`config.mk`:
```
export PLATFORM = sky130hd
export DESIGN_NAME = servo_pwm_gen_flat
export DESIGN_NICKNAME = d
export VERILOG_FILES = /design/src/rtl/servo_pkg.sv /design/src/rtl/servo_pwm_gen_if.sv /design/src/rtl/servo_ramp.sv /design/src/rtl/servo_pwm_gen.sv /design/src/flat_wrapper.sv
export SDC_FILE = /design/constraint.sdc
export NUM_CORES = 1
export LEC_CHECK = 0
export CORE_MARGIN = 4
export CORE_UTILIZATION = 57
export DETAILED_ROUTE_END_ITERATION = 8
export PLACE_DENSITY_LB_ADDON = 0.05
export SYNTH_ARGS = -nofsm -noshare
export SYNTH_HDL_FRONTEND = slang
export SYNTH_SLANG_ARGS = --single-unit
```
`constraint.sdc`:
```
create_clock -name clk -period 11.1 [get_ports clk]
set_input_delay 3.33 -clock clk [delete_from_list [all_inputs] [get_ports clk]]
set_output_delay 3.33 -clock clk [all_outputs]
set_load 0.02 [all_outputs]
```
`src/rtl/servo_pkg.sv`:
```
// Shared types and constants for the servo PWM generator.
//   angle_t    : commanded / active angle in degrees (8 bit)
//   MAX_ANGLE  : largest legal angle; larger commands saturate here
//   state_t    : pulse FSM states (IDLE, HIGH, LOW)
package servo_pkg;

   typedef logic [7:0] angle_t;

   localparam angle_t MAX_ANGLE = 8'd180;

   typedef enum logic [1:0] {
      IDLE = 2'd0,
      HIGH = 2'd1,
      LOW  = 2'd2
   } state_t;

endpackage

```
`src/rtl/servo_pwm_gen_if.sv`:
```
// Angle command channel for servo_pwm_gen (valid/ready handshake).
//   cmd_angle : target angle in degrees, clamped to MAX_ANGLE by the slave
//   cmd_valid : command strobe, driven by the master
//   cmd_ready : high while the slave holds no pending command
// master modport: command source; slave modport: servo_pwm_gen.
interface servo_pwm_gen_if;
   import servo_pkg::*;

   angle_t cmd_angle;
   logic   cmd_valid;
   logic   cmd_ready;

   modport master (
      output cmd_angle,
      output cmd_valid,
      input  cmd_ready
   );

   modport slave (
      input  cmd_angle,
      input  cmd_valid,
      output cmd_ready
   );

endinterface

```
`src/rtl/servo_ramp.sv`:
```
// Slew limiter for the servo angle: returns the angle one period boundary
// closer to target, moving at most RAMP_STEP degrees.
// Only instantiated when SERVO_RAMP_EN is defined.
//   cur    : angle used in the period that is ending
//   target : commanded angle
//   nxt    : angle for the next period
module servo_ramp
   import servo_pkg::*;
#(
   parameter int RAMP_STEP = 2
) (
   input  angle_t cur,
   input  angle_t target,
   output angle_t nxt
);

   localparam logic signed [9:0] STEP_S = 10'(RAMP_STEP);

   // Saturate the signed distance to +/-RAMP_STEP and apply it to cur.
   function automatic angle_t slew_limit(angle_t c, angle_t t);
      logic signed [9:0] diff;
      diff = $signed({2'b00, t}) - $signed({2'b00, c});
      if (diff > STEP_S)
         return c + angle_t'(RAMP_STEP);
      else if (diff < -STEP_S)
         return c - angle_t'(RAMP_STEP);
      else
         return t;
   endfunction

   assign nxt = slew_limit(cur, target);

endmodule

```
`src/rtl/servo_pwm_gen.sv`:
```
// 50 Hz servo pulse generator. The high time per period is
// MIN_CYC + cur_angle*STEP_CYC clock cycles; new angles are taken through a
// valid/ready handshake and only applied at the start of a period so that a
// pulse is never cut short.
// Optional feature: define SERVO_RAMP_EN to slew cur_angle toward the target
// by at most RAMP_STEP degrees per period (default build copies directly).
// Ports:
//   clk, reset   : clock, synchronous active-high reset
//   en           : run request, honoured only at period boundaries
//   cmd          : angle command channel (servo_pwm_gen_if slave)
//   pwm          : registered servo pulse
//   period_start : one-cycle strobe on the first high cycle of each period
//   cur_angle    : angle in effect for the current period
module servo_pwm_gen
   import servo_pkg::*;
#(
   parameter int PERIOD_CYC = 2_000_000,
   parameter int MIN_CYC    = 100_000,
   parameter int STEP_CYC   = 555,
   parameter int INIT_ANGLE = 90,
   parameter int RAMP_STEP  = 2
) (
   input  logic            clk,
   input  logic            reset,
   input  logic            en,
   servo_pwm_gen_if.slave  cmd,
   output logic            pwm,
   output logic            period_start,
   output angle_t          cur_angle
);

   localparam int CW = $clog2(PERIOD_CYC) + 1;
   typedef logic [CW-1:0] cyc_t;

   localparam cyc_t   LAST_CYC = cyc_t'(PERIOD_CYC - 1);
   localparam angle_t INIT_A   = angle_t'(INIT_ANGLE);

   // The widest pulse must leave at least one low cycle in the period.
   if (MIN_CYC + int'(MAX_ANGLE) * STEP_CYC >= PERIOD_CYC || RAMP_STEP < 1) begin : g_param_check
      $error("servo_pwm_gen: illegal timing parameters");
   end

   function automatic angle_t clamp_angle(angle_t a);
      return (a > MAX_ANGLE) ? MAX_ANGLE : a;
   endfunction

   // All operands widened before the multiply so the product cannot truncate.
   function automatic cyc_t calc_width(angle_t a);
      return cyc_t'(MIN_CYC) + cyc_t'(a) * cyc_t'(STEP_CYC);
   endfunction

   state_t state, state_nxt;
   cyc_t   cnt, cnt_nxt;
   cyc_t   width_r;
   angle_t target;
   angle_t angle_nxt;
   logic   pending;
   logic   accept;
   logic   boundary;

   assign accept        = cmd.cmd_valid && !pending;
   assign cmd.cmd_ready = !pending;

`ifdef SERVO_RAMP_EN
   servo_ramp #(
      .RAMP_STEP (RAMP_STEP)
   ) u_ramp (
      .cur    (cur_angle),
      .target (target),
      .nxt    (angle_nxt)
   );
`else
   assign angle_nxt = target;
`endif

   // boundary marks the cycle whose clock edge starts a new period.
   always_comb begin
      state_nxt = state;
      cnt_nxt   = cnt;
      boundary  = 1'b0;
      unique case (state)
         IDLE: begin
            cnt_nxt = '0;
            if (en) begin
               state_nxt = HIGH;
               boundary  = 1'b1;
            end
         end
         HIGH: begin
            cnt_nxt = cnt + 1'b1;
            if (cnt == width_r - 1'b1)
               state_nxt = LOW;
         end
         LOW: begin
            if (cnt == LAST_CYC) begin
               cnt_nxt = '0;
               if (en) begin
                  state_nxt = HIGH;
                  boundary  = 1'b1;
               end else begin
                  state_nxt = IDLE;
               end
            end else begin
               cnt_nxt = cnt + 1'b1;
            end
         end
         default: begin
            state_nxt = IDLE;
            cnt_nxt   = '0;
         end
      endcase
   end

   // ---- registered state and outputs ----
   // pwm and period_start are registered from the next state, so they line
   // up with the first cycle the FSM spends in HIGH.
   always_ff @(posedge clk) begin
      if (reset) begin
         state        <= IDLE;
         cnt          <= '0;
         pwm          <= 1'b0;
         period_start <= 1'b0;
         cur_angle    <= INIT_A;
         target       <= INIT_A;
         width_r      <= calc_width(INIT_A);
         pending      <= 1'b0;
      end else begin
         state        <= state_nxt;
         cnt          <= cnt_nxt;
         pwm          <= (state_nxt == HIGH);
         period_start <= boundary;
         if (boundary) begin
            cur_angle <= angle_nxt;
            width_r   <= calc_width(angle_nxt);
         end
         // A command taken in the boundary cycle stays pending for the next one.
         if (accept) begin
            target  <= clamp_angle(cmd.cmd_angle);
            pending <= 1'b1;
         end else if (boundary) begin
            pending <= 1'b0;
         end
      end
   end

endmodule

```
`src/flat_wrapper.sv`:
```
// flat-port wrapper written by rule: the top's interface ports become plain ports
module servo_pwm_gen_flat import servo_pkg::*;
#(
   parameter int PERIOD_CYC = 2_000_000,
   parameter int MIN_CYC    = 100_000,
   parameter int STEP_CYC   = 555,
   parameter int INIT_ANGLE = 90,
   parameter int RAMP_STEP  = 2
)
  (clk, reset, en, pwm, period_start, cur_angle, cmd_cmd_angle, cmd_cmd_valid, cmd_cmd_ready);
  servo_pwm_gen_if cmd_i ();
  input  logic clk;
  input  logic reset;
  input  logic en;
  output logic pwm;
  output logic period_start;
  output angle_t cur_angle;
  input wire logic [$bits(cmd_i.cmd_angle)-1:0] cmd_cmd_angle;
  input wire logic [$bits(cmd_i.cmd_valid)-1:0] cmd_cmd_valid;
  output wire logic [$bits(cmd_i.cmd_ready)-1:0] cmd_cmd_ready;
  assign cmd_i.cmd_angle = cmd_cmd_angle;
  assign cmd_i.cmd_valid = cmd_cmd_valid;
  assign cmd_cmd_ready = cmd_i.cmd_ready;
  servo_pwm_gen #(.PERIOD_CYC(PERIOD_CYC), .MIN_CYC(MIN_CYC), .STEP_CYC(STEP_CYC), .INIT_ANGLE(INIT_ANGLE), .RAMP_STEP(RAMP_STEP)) u_core (.clk(clk), .reset(reset), .en(en), .cmd(cmd_i), .pwm(pwm), .period_start(period_start), .cur_angle(cur_angle));
endmodule
```
==> results of run 1 <==
-- report_power, final --
group          internal (mW)  switching [mW]
sequential             0.240          0.0334
combinational          0.158           0.188
clock                 0.0900          0.0820
-- sequential cells by signal, indices dropped and copies added, names as in the netlist --
name	cells
u_core.angle_nxt	8
u_core.cnt	22
u_core.cur_angle	8
u_core.pending	1
u_core.period_start	1
u_core.pwm	1
u_core.state	2
u_core.width_r	18
-- cell families (layout without fill, tap and decap cells) --
logic type                 count (synthesis)  in the layout  synth area share [%]
AOI/OAI and AO/OA                         92             92                  14.1
DFF                                       61             61                  26.8
xor gates and xnor gates                  49             49                  9.41
and+or+nand+nor                          202            202                  23.1
adders and majority gates                 64             64                  20.0
muxes                                      1              1                 0.219
buffers and inverters                     71             86                  6.36
-- layer usage --
metal / vias up / global-route usage (%) / wire (um)
met5: - / 0 / 0
met1: 1698 / 24.6 / 4140
met3: 14 / 3.66 / 292
li1: 1898 / - / -
met4: 0 / 9.27 / 228
met2: 61 / 35.5 / 4690
-- layout make-up --
class / instances / area [sq um] / area share [%]
sequential: 61 / 1220 / 24.5
multi-input combinational: 408 / 3050 / 61.3
clock buffer: 12 / 155 / 3.12
inverter: 49 / 184 / 3.70
timing repair buffer: 23 / 228 / 4.58
tap: 102 / 128 / 2.57
clock inverter: 2 / 10.0 / 0.201
-- worst max-delay path by stage --
| stage | start | end | slack, ns |
|---|---|---|---|
| floorplan | cmd_cmd_angle[0] | u_core.angle_nxt[4] | 6.71 |
| global placement | en | u_core.width_r[15] | 5.92 |
| detailed placement | en | u_core.width_r[15] | 5.81 |
| CTS | en | u_core.width_r[15] | 6.16 |
| global route | en | u_core.width_r[15] | 5.94 |
| finish | en | u_core.width_r[15] | 6.17 |
-- synth_stat cells, types with 13 or more instances --
master,instances
fa_1,15
xnor2_1,31
nor3_1,13
dfxtp_1,61
nor2_1,44
a21oi_1,31
o21ai_0,14
nand2_1,56
clkbuf_1,16
xor2_1,18
ha_1,49
inv_1,49
-- worst register-to-register path, stage by stage, from the launching register on --
cell,delay [ns]
dfxtp_1,0.54
inv_1,0.16
ha_1,0.41
fa_1,0.53
inv_1,0.05
fa_1,0.49
inv_1,0.05
fa_1,0.52
inv_1,0.04
ha_1,0.32
nor2_1,0.13
nor2_1,0.06
a21boi_0,0.39
nor3b_1,0.17
o31ai_1,0.31
a2111oi_0,0.15
a311o_1,0.37
==> impl_metrics.json, run 1 <==
{
  "drv_cap": 0,
  "synthCells": 540,
  "num_vias": 3671,
  "placed_cells": 643,
  "syn_area_sq_um": 4560,
  "synth_edf_count": 0,
  "drive_gt1_share_pct": 4.86,
  "min_period_ns": 4.93,
  "cts_buffer_depth": 2,
  "start_kind": "input pin",
  "cts_resized": 0,
  "crit_buf_inv": 1,
  "endpoint_kind": "register",
  "cts.sinks": 61,
  "dp_hpwl_um": 7180,
  "tns_ns": 0,
  "whs_path_depth": 2,
  "ys_ff_latch": 61,
  "design_area_sq_um": 4970,
  "min_path_type": "reg2reg",
  "htreeDepth": 3,
  "fill_cells": 698,
  "synth_warnings": 0,
  "io_pins": 23,
  "power_density_nw_per_um2": 159,
  "synth_nets": 616,
  "status": "completed",
  "place_ws_ns": 5.81,
  "dieArea_sq_um": 9500,
  "place_area_sq_um": 4810,
  "ys.flop_type": "dfxtp_1",
  "drt_wl_total_um": 9350,
  "min_period_over_period_pct": 44.4,
  "synth_top_area_share_pct": 26.8,
  "grt_pass1_wl_um": 16200,
  "regToRegStartpoint": "u_core.angle_nxt[6]",
  "min_from": "u_core.cur_angle[7]",
  "hold_viol_final": 0,
  "clock_latency_ns": 0.34,
  "r2r_end": "u_core.width_r[15]",
  "critPathTopFamily": "compound AO/OA/AOI/OAI gates",
  "cp.depth": 4,
  "synth_top_area_cell": "dfxtp_1",
  "crit_fanout": 33,
  "first_iter_violations": 155,
  "root_buffer": "clkbuf_8",
  "overflow": 0,
  "critPathMaxStageDelay_ns": 0.62,
  "numPortBuffers": 22,
  "die_y_um": 97.5,
  "utilization_pct": 64.0,
  "vdd_drop_max_uv": 90.4,
  "drt-wirelength-per-cell_um": 14.2,
  "diodes": 0,
  "setup_viol": 0,
  "hold_slack_ns": 0.464,
  "ys_seq_area_share_pct": 26.8,
  "cts_hold_buf": 0,
  "cts_buffers": 9,
  "ant_nets": 0,
  "rr_worst_depth": 16,
  "grt_use_total_pct": 20.5,
  "critPathRequiredTime_ns": 11.38,
  "firstDrtPassIters": 4,
  "instances_no_fill": 657,
  "final_nets": 628,
  "ys_top_cells_by_area": "dfxtp_1 (27%), ha_1 (13%), fa_1 (6.6%)",
  "antenna_found_initial": 0,
  "post_cts_buffers": 0,
  "area_delta_synth_final_pct": 9.08,
  "fp-row-count": 32,
  "final_common_cell": "dfxtp_1",
  "r2r_slack_ns": 6.29,
  "cts_tree": "done",
  "drc_errors": 0,
  "routabilityCongestion": 0.895,
  "fin_total_pwr_uw": 792,
  "synth_cell_types": 66,
  "clk_pin_slew_worst_paths_ns": 0.06,
  "tightest_slew_ns": 1.08,
  "fin_worst_skew_ns": 0.00574,
  "mostFrequentLayoutCells": "dfxtp_1 (61), nand2_1 (56), inv_1 (49), ha_1 (49), nor2_1 (44)",
  "timing.final.ws_setup_ns": 6.17,
  "synthArstFlopShare_pct": 0,
  "timing.fmax_mhz": 203,
  "path_class": "in2reg",
  "final_max_slew_viol_count": 0,
  "start_util_pct": 58.7,
  "grt_max_degree": 41,
  "rsz0062_at_grt": "no",
  "core_sq_um": 7770,
  "crit_path_cell_trace": "clkdlybuf4s50_1, nand2_1, a2111oi_0, a311o_1",
  "arrival_ns": 5.21,
  "power.leakage_nw": 2.03,
  "whs_endpoint": "u_core.cur_angle[7]",
  "viasPerCell": 5.59,
  "die_width_um": 97.5,
  "maxSlewHeadroom_pct": 27.8,
  "syn_avg_cell_area_sq_um": 8.45,
  "grt_pass1_vias": 3483,
  "slowest_stage": "nand2_1"
}
No activity file was read; power rests on OpenSTA's default activity.
==> inputs of run 2 (changes only) <==
clock period = 4.98 ns   (was 11.1 ns; I/O delays follow)
==> run 2 against run 1 <==
Highest routed layer unchanged. Largest power group unchanged. Final area is 1.8% higher. Critical path type is now reg2reg. Via count increased by 2.3%. Sequential cell count stayed put.
==> impl_metrics.json, run 2 (synthesized netlist as in run 1, its figures left out) <==
{
  "critPathTopFamily": "adder cells",
  "htreeDepth": 3,
  "critPathRequiredTime_ns": 5.21,
  "rsz0062_at_grt": "no",
  "cpMostUsedCell": "inv_1",
  "endpoint_kind": "register",
  "setup_viol": 0,
  "tns_ns": 0,
  "antenna_found_initial": 0,
  "clock_latency_ns": 0.34,
  "mostFrequentLayoutCells": "dfxtp_1 (60), nand2_1 (56), inv_1 (49), ha_1 (49), nor2_1 (44)",
  "fin_total_pwr_mw": 1.91,
  "largest_register": "u_core.cnt",
  "cts_hold_buf": 0,
  "grt_pass1_wl_um": 16900,
  "drt_wl_total_um": 9680,
  "io_pins": 23,
  "power_density_nw_per_um2": 378,
  "timing.final.ws_setup_ns": 0.409,
  "place_ws_ns": 0.317,
  "routabilityCongestion": 0.861,
  "crit_path_cell_trace": "inv_1, ha_1, fa_1, inv_1, fa_1, inv_1, fa_1, inv_1, ha_1, nor2_1, nor2_1, a21boi_0, nor3b_2, o31ai_1, a2111oi_0, a311o_1",
  "fill_cells": 656,
  "fin_worst_skew_ns": 0.00860,
  "numPortBuffers": 22,
  "first_iter_violations": 107,
  "tightest_slew_ns": 0.885,
  "drive_gt1_share_pct": 5.89,
  "min_period_over_period_pct": 91.8,
  "grt_max_degree": 32,
  "arrival_ns": 4.80,
  "grt_use_total_pct": 21.3,
  "root_buffer": "clkbuf_8",
  "status": "completed",
  "ant_nets": 0,
  "clk_pin_slew_worst_paths_ns": 0.07,
  "start_util_pct": 58.7,
  "fp-row-count": 32,
  "critPathMaxStageDelay_ns": 0.54,
  "viasPerCell": 5.67,
  "drt-wirelength-per-cell_um": 14.6,
  "timing.fmax_mhz": 219,
  "min_period_ns": 4.57,
  "final_max_slew_viol_count": 0,
  "core_sq_um": 7770,
  "post_cts_buffers": 0,
  "min_path_type": "reg2reg",
  "drv_cap": 0,
  "design_area_sq_um": 5060,
  "seqCellArea_sq_um": 1220,
  "start_kind": "register",
  "regToRegStartpoint": "u_core.angle_nxt[6]",
  "vdd_drop_max_uv": 193,
  "cts_buffer_depth": 2,
  "die_y_um": 97.5,
  "final_common_cell": "dfxtp_1",
  "largest_reg_flops": 22,
  "cts_tree": "done",
  "grt_pass1_vias": 3763,
  "drc_errors": 0,
  "multi_input_area_sq_um": 3050,
  "cts_buffers": 9,
  "diodes": 0,
  "critical_path.startpoint": "u_core.angle_nxt[6]",
  "utilization_pct": 65.2,
  "path_class": "reg2reg",
  "die_width_um": 97.5,
  "min_from": "u_core.cur_angle[7]",
  "slowest_stage": "fa_1",
  "final_nets": 631,
  "hold_viol_final": 0,
  "dp_hpwl_um": 7550,
  "maxSlewHeadroom_pct": 41.0,
  "crit_fanout": 8,
  "place_area_sq_um": 4830,
  "top_regs": "u_core.cnt (22), u_core.width_r (18)",
  "power.leakage_nw": 2.07,
  "dieArea_sq_um": 9500,
  "area_delta_synth_final_pct": 11.1,
  "overflow": 0,
  "num_vias": 3756,
  "crit_buf_inv": 4,
  "firstDrtPassIters": 4,
  "cts.sinks": 61
}
[run 2: timing repair]
item,4_1_cts,5_1_grt
resized for setup,0,2
hold endpoints to repair,0,0
setup endpoints to repair,0,1
[run 2: cell type report]
| cell class | instances | share of cell area (%) |
|---|---|---|
| flip-flops and latches | 61 | 24.1 |
| inverters | 49 | 3.63 |
| clock buffers | 13 | 3.14 |
| clock inverters | 3 | 1.33 |
| well taps | 102 | 2.52 |
| multi-input cells | 408 | 60.3 |
| repair buffers | 26 | 4.94 |
[run 2: per-stage QoR]
stage               hold WS, ns  std cells
floorplan                 0.437        540
global placement          0.443        646
detailed placement        0.450        646
CTS                       0.462        662
global route              0.496        662
finish                    0.458        662
[run 2: report_power, final]
group | internal (mW) | switching [mW]
combinational | 0.358 | 0.442
clock | 0.310 | 0.198
sequential | 0.536 | 0.0701
total | 1.20 | 0.709
[run 2: metal layers]
| layer | GRT usage, % | vias to the layer above | wire length (um) |
|---|---|---|---|
| met5 | 0 | - | 0 |
| li1 | - | 1910 | - |
| met4 | 7.24 | 0 | 245 |
| met2 | 39.3 | 76 | 5050 |
| met3 | 4.88 | 19 | 286 |
| met1 | 23.9 | 1751 | 4100 |
[run 2: worst paths after layout]
check	end	slack [ns]	cells past startpoint
worst max-delay path	u_core.width_r[15]	0.41	16
worst min-delay path	u_core.cur_angle[7]	0.46	2
worst max register to register	u_core.width_r[15]	0.41	16
worst min register to register	u_core.cur_angle[7]	0.46	2
[run 2: worst register-to-register path, cell delays in order, from the launching register on]
cell,delay [ns]
dfxtp_2,0.43
inv_1,0.12
ha_1,0.40
fa_1,0.54
inv_1,0.06
fa_1,0.50
inv_1,0.05
fa_1,0.52
inv_1,0.04
ha_1,0.33
nor2_1,0.12
nor2_1,0.07
a21boi_0,0.37
nor3b_2,0.12
o31ai_1,0.29
a2111oi_0,0.15
a311o_1,0.35
==> inputs of run 3 (changes only) <==
REMOVE_ABC_BUFFERS = 1   (was not set)
SYNTH_HIERARCHICAL = 1   (was not set)
==> run 3 against run 2 <==
Clock-buffer cell count down 1. Area after synthesis down 1.8%. Total power down 6.1%. Synthesized cell count down 1.1%.
==> impl_metrics.json, run 3 <==
{
  "cts_buffer_depth": 2,
  "synthAdderAreaFrac_pct": 20.4,
  "power_density_nw_per_um2": 363,
  "p_switching_uw": 667,
  "min_period_over_period_pct": 89.4,
  "setup_viol": 0,
  "area_delta_synth_final_pct": 10.6,
  "ys_top_cells_by_count": "dfxtp_1 (61), nand2_1 (51), inv_1 (50)",
  "critPathRequiredTime_ns": 5.16,
  "syn_area_sq_um": 4480,
  "final_nets": 625,
  "hold_viol_final": 0,
  "slowest_stage": "fa_1",
  "synthCells": 534,
  "ys.flop_type": "dfxtp_1",
  "largest_reg_flops": 22,
  "antenna_found_initial": 0,
  "fp-row-count": 32,
  "viasPerCell": 5.52,
  "numPortBuffers": 22,
  "ant_nets": 0,
  "synth_top_area_cell": "dfxtp_1",
  "post_cts_buffers": 0,
  "synth_top_family_by_area": "simple AND/OR/NAND/NOR gates",
  "start_util_pct": 58.3,
  "cts.sinks": 61,
  "timing.fmax_mhz": 225,
  "die_width_um": 96.6,
  "clock_latency_ns": 0.34,
  "drive_gt1_share_pct": 5.96,
  "synth_edf_count": 0,
  "min_path_type": "reg2reg",
  "drt_wl_total_um": 9430,
  "vdd_drop_max_uv": 168,
  "ys_top_cells_by_area": "dfxtp_1 (27%), ha_1 (14%), fa_1 (6.7%)",
  "drv_cap": 0,
  "grt_use_total_pct": 21.4,
  "syn_avg_cell_area_sq_um": 8.39,
  "synth_warnings": 6,
  "cts_tree": "done",
  "cts_hold_buf": 0,
  "fin_total_pwr_mw": 1.80,
  "tns_ns": 0,
  "firstDrtPassIters": 4,
  "dieArea_sq_um": 9340,
  "ys_ff_latch": 61,
  "min_period_ns": 4.45,
  "cts_resized": 0,
  "root_buffer": "clkbuf_8",
  "arrival_ns": 4.63,
  "crit_fanout": 5,
  "ys_seq_area_share_pct": 27.3,
  "final_common_cell": "dfxtp_1",
  "mostFrequentLayoutCells": "dfxtp_1 (61), nand2_1 (51), inv_1 (50)",
  "critPathMaxStageDelay_ns": 0.52,
  "synth_xor_area_share_pct": 10.6,
  "critPathTopFamily": "adder cells",
  "htreeDepth": 3,
  "utilization_pct": 64.5,
  "cpMostUsedCell": "inv_1",
  "dp_hpwl_um": 7250,
  "synth_mux_area_share_pct": 0.447,
  "routabilityCongestion": 0.859,
  "top_regs": "u_core/cnt (22), u_core/width_r (18)",
  "rsz0062_at_grt": "no",
  "crit_path_cell_trace": "inv_1, ha_1, fa_1, inv_1, fa_1, inv_1, fa_1, inv_1, ha_1, a21oi_1, o21ai_0, or3b_2, a311oi_1, xor2_1, a211oi_1",
  "io_pins": 23,
  "overflow": 0,
  "fin_worst_skew_ns": 0.0125,
  "first_iter_violations": 90,
  "endpoint_kind": "register",
  "yosysMostFrequentCell": "dfxtp_1",
  "path_class": "reg2reg",
  "power_frac_seq_pct": 33.4,
  "tightest_slew_ns": 0.824,
  "drc_errors": 0,
  "synthArstFlopShare_pct": 0,
  "clockPowerShare_pct": 24.3,
  "maxSlewHeadroom_pct": 44.9,
  "synth_top_area_share_pct": 27.3,
  "crit_buf_inv": 4,
  "comb_power_share_pct": 42.3,
  "status": "completed",
  "core_sq_um": 7690,
  "placed_cells": 640,
  "switching_share_pct": 37.1,
  "instances_no_fill": 656,
  "cts_buffers": 9,
  "grt_max_degree": 38,
  "synth_compound_area_share_pct": 13.0,
  "num_vias": 3620,
  "power.internal_mw": 1.13,
  "final_max_slew_viol_count": 0,
  "synth_cell_types": 59,
  "clk_pin_slew_worst_paths_ns": 0.07,
  "grt_pass1_vias": 3570,
  "grt_pass1_wl_um": 16500,
  "diodes": 0,
  "die_y_um": 96.6,
  "largest_register": "u_core/cnt",
  "design_area_sq_um": 4950,
  "place_area_sq_um": 4760,
  "synth_simple_gate_area_share_pct": 21.7,
  "start_kind": "register",
  "drt-wirelength-per-cell_um": 14.4,
  "fill_cells": 698,
  "power.leakage_nw": 2.04
}
-- run 3: changes by cell type in the layout (fill, tap and decap cells not counted), sizes merged, moves of 6 or more --
cell,before,now
nand3,9,20
nand3b,10,3
nor2,44,50
o211ai,3,9
-- run 3: routing by layer --
metal	global-route usage [%]	vias up	share of wire (%)
li1	-	1879	-
met1	25.8	1660	45
met2	37.9	61	50
met3	4.33	20	2.9
met4	7.45	0	2.4
met5	0	-	0
-- run 3: tightest hold or removal path, delay by kind of cell (launching register included) --
kind | cells | cell delay, ns
flops | 1 | 0.31
simple gates | 1 | 0.05
compound gates | 1 | 0.06
-- run 3: cell type report --
class / instances / area [sq um] / share of cell area [%]
Inverter: 51 / 191 / 3.86
Clock buffer: 12 / 145 / 2.93
Timing Repair Buffer: 27 / 258 / 5.20
Multi-Input combinational cell: 399 / 2960 / 59.8
Sequential cell: 61 / 1220 / 24.6
Tap cell: 102 / 128 / 2.58
Clock inverter: 4 / 47.5 / 0.960
-- run 3: cell families (layout without fill, tap and decap cells) --
family / after synthesis / after routing
AOI/OAI and AO/OA: 91 / 91
xor gates and xnor gates: 54 / 54
adders and majority gates: 64 / 64
buffers and inverters: 74 / 94
DFF: 61 / 61
muxes: 2 / 2
and+or+nand+nor: 188 / 188
-- run 3: final timing paths --
kind                             from                   to  slack, ns  cells past startpoint
setup / recovery  u_core/angle_nxt[6]   u_core/width_r[18]       0.53                     15
hold / removal    u_core/cur_angle[5]  u_core/cur_angle[5]       0.47                      2
setup reg to reg  u_core/angle_nxt[6]   u_core/width_r[18]       0.53                     15
hold reg to reg   u_core/cur_angle[5]  u_core/cur_angle[5]       0.47                      2
-- run 3: metrics by stage --
| stage | hold slack [ns] | setup WS, ns |
|---|---|---|
| final | 0.467 | 0.527 |
| after detailed placement | 0.455 | 0.541 |
| after global routing | 0.472 | 0.260 |
| after CTS | 0.465 | 0.510 |
| after global placement | 0.442 | 0.589 |
| after floorplan | 0.450 | 0.641 |
-- run 3: power by group through the flow --
stage	clock, mW	combinational (mW)	sequential (mW)
floorplan	0	0.594	0.608
global placement	0	0.740	0.609
detailed placement	0	0.757	0.612
CTS	0.451	0.768	0.600
global route	0.469	0.878	0.610
finish	0.437	0.759	0.600
